File: config.mk
export PLATFORM = sky130hd
export DESIGN_NAME = sr_latch_driver
export DESIGN_NICKNAME = d
export VERILOG_FILES = /design/src/rtl/sr_latch_driver.sv
export SDC_FILE = /design/constraint.sdc
export NUM_CORES = 1
export LEC_CHECK = 0
export ABC_AREA = 1
export CAP_MARGIN = 0
export CORE_UTILIZATION = 55
export DETAILED_ROUTE_END_ITERATION = 7
export PLACE_DENSITY = 0.81
export REMOVE_ABC_BUFFERS = 1
export SLEW_MARGIN = 15
export SYNTH_ARGS = -nofsm -noshare
export SYNTH_HDL_FRONTEND = slang
export SYNTH_SLANG_ARGS = --single-unit
File: constraint.sdc
create_clock -name clk -period 3.1 [get_ports clk]
set_input_delay 0.465 -clock clk [delete_from_list [all_inputs] [get_ports clk]]
set_output_delay 0.465 -clock clk [all_outputs]
set_load 0.02 [all_outputs]
File: src/rtl/sr_latch_driver.sv
// Button front-end for the clocked SR latch: synchronizes and debounces the set/clear
// buttons, queues one request per channel and issues non-overlapping active-low strobes.
module sr_latch_driver #(
    parameter int DEBOUNCE_CYCLES = 16,
    parameter int PULSE_CYCLES    = 4,
    parameter int GAP_CYCLES      = 2
) (
    input  logic clk,
    input  logic rst,
    input  logic set_btn,
    input  logic clr_btn,
    output logic lat_c,
    output logic lat_s_n,
    output logic lat_r_n,
    output logic busy
);

    localparam int CW     = (DEBOUNCE_CYCLES > 1) ? $clog2(DEBOUNCE_CYCLES) : 1;
    localparam int PH_MAX = (PULSE_CYCLES > GAP_CYCLES) ? PULSE_CYCLES : GAP_CYCLES;
    localparam int PW     = $clog2(PH_MAX + 1);

    localparam logic [CW-1:0] DB_LAST    = CW'(DEBOUNCE_CYCLES - 1);
    localparam logic [PW-1:0] PULSE_LAST = PW'(PULSE_CYCLES - 1);
    localparam logic [PW-1:0] GAP_LAST   = PW'(GAP_CYCLES - 1);

    // Channel index 0 is set, index 1 is clear.
    localparam int CH_SET = 0;
    localparam int CH_CLR = 1;

    typedef enum logic [1:0] {
        IDLE  = 2'd0,
        DRIVE = 2'd1,
        GAP   = 2'd2
    } state_t;

    logic [1:0]    sync1_r;
    logic [1:0]    sync2_r;
    logic [1:0]    db_r;
    logic [1:0]    diff_s;
    logic [1:0]    flip_s;
    logic [1:0]    rise_s;
    logic [1:0]    pend_r;
    logic [1:0]    take_s;

    state_t        state_r;
    state_t        state_s;
    logic          sel_clr_r;
    logic          sel_clr_s;
    logic [PW-1:0] ph_cnt_r;
    logic [PW-1:0] ph_cnt_s;

    logic          lat_c_r;
    logic          lat_s_n_r;
    logic          lat_r_n_r;
    logic          busy_r;
    logic          lat_c_s;
    logic          lat_s_n_s;
    logic          lat_r_n_s;
    logic          busy_s;

    // Two-flop synchronizer for both raw buttons.
    always_ff @(posedge clk) begin
        if (rst) begin
            sync1_r <= 2'b00;
            sync2_r <= 2'b00;
        end else begin
            sync1_r <= {clr_btn, set_btn};
            sync2_r <= sync1_r;
        end
    end

    genvar g;
    generate
        for (g = 0; g < 2; g++) begin : g_deb
            logic [CW-1:0] cnt_r;

            // The debounced level flips only after DEBOUNCE_CYCLES consecutive disagreeing samples.
            assign diff_s[g] = sync2_r[g] ^ db_r[g];
            assign flip_s[g] = diff_s[g] && (cnt_r == DB_LAST);
            assign rise_s[g] = flip_s[g] && sync2_r[g];

            // Per-channel debounce counter and debounced level.
            always_ff @(posedge clk) begin
                if (rst) begin
                    cnt_r   <= {CW{1'b0}};
                    db_r[g] <= 1'b0;
                end else if (!diff_s[g]) begin
                    cnt_r   <= {CW{1'b0}};
                end else if (flip_s[g]) begin
                    cnt_r   <= {CW{1'b0}};
                    db_r[g] <= sync2_r[g];
                end else begin
                    cnt_r   <= cnt_r + {{(CW-1){1'b0}}, 1'b1};
                end
            end
        end
    endgenerate

    // Pending-request flags: a new press during the taking edge is kept, repeats merge.
    always_ff @(posedge clk) begin
        if (rst) begin
            pend_r <= 2'b00;
        end else begin
            pend_r <= (pend_r & ~take_s) | rise_s;
        end
    end

    // Next-state logic; the end of GAP launches directly if a request is waiting.
    always_comb begin
        state_s   = state_r;
        sel_clr_s = sel_clr_r;
        ph_cnt_s  = ph_cnt_r;
        take_s    = 2'b00;
        case (state_r)
            IDLE, GAP: begin
                if ((state_r == GAP) && (ph_cnt_r != GAP_LAST)) begin
                    ph_cnt_s = ph_cnt_r + {{(PW-1){1'b0}}, 1'b1};
                end else if (pend_r[CH_CLR]) begin
                    state_s        = DRIVE;
                    sel_clr_s      = 1'b1;
                    ph_cnt_s       = {PW{1'b0}};
                    take_s[CH_CLR] = 1'b1;
                end else if (pend_r[CH_SET]) begin
                    state_s        = DRIVE;
                    sel_clr_s      = 1'b0;
                    ph_cnt_s       = {PW{1'b0}};
                    take_s[CH_SET] = 1'b1;
                end else begin
                    state_s  = IDLE;
                    ph_cnt_s = {PW{1'b0}};
                end
            end
            DRIVE: begin
                if (ph_cnt_r == PULSE_LAST) begin
                    state_s  = GAP;
                    ph_cnt_s = {PW{1'b0}};
                end else begin
                    ph_cnt_s = ph_cnt_r + {{(PW-1){1'b0}}, 1'b1};
                end
            end
            default: begin
                state_s   = IDLE;
                sel_clr_s = 1'b0;
                ph_cnt_s  = {PW{1'b0}};
            end
        endcase
    end

    // Outputs decoded from the next state so they change on the same edge as the state.
    always_comb begin
        lat_c_s   = 1'b0;
        lat_s_n_s = 1'b1;
        lat_r_n_s = 1'b1;
        busy_s    = 1'b0;
        if (state_s == DRIVE) begin
            lat_c_s   = 1'b1;
            lat_s_n_s = sel_clr_s;
            lat_r_n_s = ~sel_clr_s;
            busy_s    = 1'b1;
        end else begin
            busy_s    = (state_s != IDLE);
        end
    end

    // FSM state register.
    always_ff @(posedge clk) begin
        if (rst) begin
            state_r   <= IDLE;
            sel_clr_r <= 1'b0;
            ph_cnt_r  <= {PW{1'b0}};
        end else begin
            state_r   <= state_s;
            sel_clr_r <= sel_clr_s;
            ph_cnt_r  <= ph_cnt_s;
        end
    end

    // Registered latch-side outputs.
    always_ff @(posedge clk) begin
        if (rst) begin
            lat_c_r   <= 1'b0;
            lat_s_n_r <= 1'b1;
            lat_r_n_r <= 1'b1;
            busy_r    <= 1'b0;
        end else begin
            lat_c_r   <= lat_c_s;
            lat_s_n_r <= lat_s_n_s;
            lat_r_n_r <= lat_r_n_s;
            busy_r    <= busy_s;
        end
    end

    assign lat_c   = lat_c_r;
    assign lat_s_n = lat_s_n_r;
    assign lat_r_n = lat_r_n_r;
    assign busy    = busy_r;

endmodule

==> results_dict.tcl <==
set metrics [dict create \
    h-tree-depth 1 \
    cts_sinks 26 \
    insertion_delay_ps 310 \
    clkTransAtPathRegs_ps 130 \
    viasPerCell 4.763 \
    multi_input_area_sq_um 409.1 \
    core_area_sq_um 1727 \
    drc 0 \
    finalSetupViolCount 0 \
    skew_ps 3.439 \
    synth_area_leaders "dfxtp_1 51%, ha_1 7.4%, nor2_1 7.0%, inv_1 6.7%, nand3_1 4.9%" \
    hpwl_mm 1.118 \
    regArea_sq_um 520.5 \
    yosysTopAreaCellShare_pct 51.36 \
    status "finished, final reports clean" \
    tns_ps 0 \
    critical_path_class "flop to output pin" \
    vdd_drop_max_mv 0.2897 \
    rows 15 \
    cp_num_buf_inv 1 \
    dieArea_sq_um 2018 \
    crit_fanout 1 \
    wl_per_cell_um 9.408 \
    synth_top_family_by_area "simple AND/OR/NAND/NOR gates" \
    synth_area_per_cell_sq_um 8.589 \
    synth_seq_area_share_pct 51.36 \
    slowest_delay_ps 590 \
    crit_path_end_kind "output pin" \
    drive_above_1_share_pct 7.874 \
    track_usage_pct 17.03 \
    required_ps 2630 \
    synth_seq_cells 26 \
    cts_buffer_depth 2 \
    port-buffer-count 7 \
    drv_slew 0 \
    power.density_nw_per_um2 454.3 \
    grt_pass1_wl_mm 2.477 \
    grt_overflow 0 \
    synth_top_cell_by_area "dfxtp_1" \
    wl_mm 1.430 \
    grt_max_degree 15 \
    ioPinCount 8 \
    hold_class "flop to flop" \
    synthMuxAreaShare_pct 0 \
    utilization_pct 65.72 \
    crit_chain "clkdlybuf4s50_1" \
    synth-simple-area-share_pct 21.73 \
    fmax_mhz 589.9 \
    synthCells 118 \
    chipHeight_um 44.93 \
    synth_xor_area_share_pct 3.457 \
    antenna_found_initial 0 \
    root_buffer "clkbuf_4" \
    cts_tree "done" \
    synth_area_sq_um 1013 \
    areaGrowthSynthToFinish_pct 11.98 \
    period_minus_slack_ps 1695 \
    start_util_pct 58.70 \
    worst_pin_slew_ps 346.5 \
    place_congestion 0.7744 \
    drt-pass1-iter-count 4 \
    fillers 154 \
    rsz0062_at_grt "false" \
    synthFlopType "dfxtp_1" \
    startpoint_type "flop" \
    initialDrtViolationCount 6 \
    p_total_w 0.0005156 \
    cap_violations 0 \
    slowest_stage "clkdlybuf4s50_1" \
    holdWs_ps 421.7 \
    arrival_ps 1230 \
    grt_pass1_vias 659 \
    post_cts_buffers 0 \
    min_period_over_period_pct 54.69 \
    cts-hold-fix-buffers 0 \
    vias 724 \
    synth-edff-count 0 \
    cts_resized 0 \
    mostFrequentLayoutCells "26 x dfxtp_1, 19 x nor2_1, 18 x inv_1" \
    cpLargestDelayFamily "buffers and inverters" \
    final_nets 138 \
    synth_compound_area_share_pct 7.778 \
    async_flop_share_pct 0 \
    slew_headroom_pct 76.80 \
    final_hold_viol_count 0 \
    die_w_um 44.93 \
    synthesis.yosys.warnings 0 \
    cts_buffers 3 \
    antenna_cells 0 \
    synthAdderAreaFrac_pct 7.407 \
    layout_commonest_cell "dfxtp_1" \
    rrSetupSlack_ps 1840 \
    ys_types 20 \
    p_leak_nw 0.4616 \
    ant_nets 0 \
]
==> cell usage after synthesis (all sizes together) (5+ instances only) <==
| cell | instances |
|---|---|
| nand2 | 13 |
| dfxtp | 26 |
| o21ai | 5 |
| ha | 6 |
| nor2 | 21 |
| inv | 18 |
| a21oi | 7 |
| nand3 | 10 |
==> power by group <==
| group | switching, W | internal (W) | total [W] |
|---|---|---|---|
| sequential | 0.00000161 | 0.000337 | 0.000339 |
| clock | 0.0000918 | 0.0000717 | 0.000164 |
| combinational | 0.00000733 | 0.00000586 | 0.0000132 |
==> state kept, by name, indices dropped and copies added (netlist names), 2 cells and up <==
signal,flops
db_r,2
g_deb.cnt_r,8
pend_r,2
ph_cnt_r,3
state_r,2
sync1_r,2
sync2_r,2
==> worst min-delay path, stage by stage (launching register included) <==
cell     delay, ps
dfxtp_1        320
inv_1           40
nor2_1          30
==> through the flow <==
stage / setup slack, ps / area, sq um / std cells
finish: 1405 / 1135 / 152
global route: 1348 / 1135 / 152
CTS: 1389 / 1135 / 152
detailed placement: 1325 / 1099 / 148
global placement: 1361 / 1099 / 148
floorplan: 1947 / 997.2 / 116
==> logic make-up (layout without fill, tap and decap cells) <==
kind of cell	after synthesis	in the layout
buf+inv	20	29
fa+ha+maj	6	6
simple gates	48	48
compound gates	14	14
xor+xnor	4	4
flops	26	26
==> final timing paths <==
path,from,endpoint,depth (start not counted)
setup / recovery,busy$_SDFF_PP0_,busy,1
hold / removal,sync1_r[1]$_SDFF_PP0_,sync2_r[1]$_SDFF_PP0_,2
setup reg to reg,ph_cnt_r[0]$_SDFF_PP0_,lat_s_n$_SDFF_PP1_,6
hold reg to reg,sync1_r[1]$_SDFF_PP0_,sync2_r[1]$_SDFF_PP0_,2
==> layout make-up <==
cell class	instances	area share, %
Multi-Input combinational cell	72	36.05
Clock buffer	4	3.197
Tap cell	25	2.756
Inverter	18	5.954
Sequential cell	26	45.87
Timing Repair Buffer	7	6.174
==> routing by layer <==
layer / global-route usage [%] / vias up / wire [um]
met5: 0 / - / 0
met4: 11.52 / 0 / 36
met3: 3.600 / 5 / 34
met2: 28.99 / 11 / 703
met1: 18.89 / 321 / 655
li1: - / 387 / -
(Power assumes the default switching activity.)
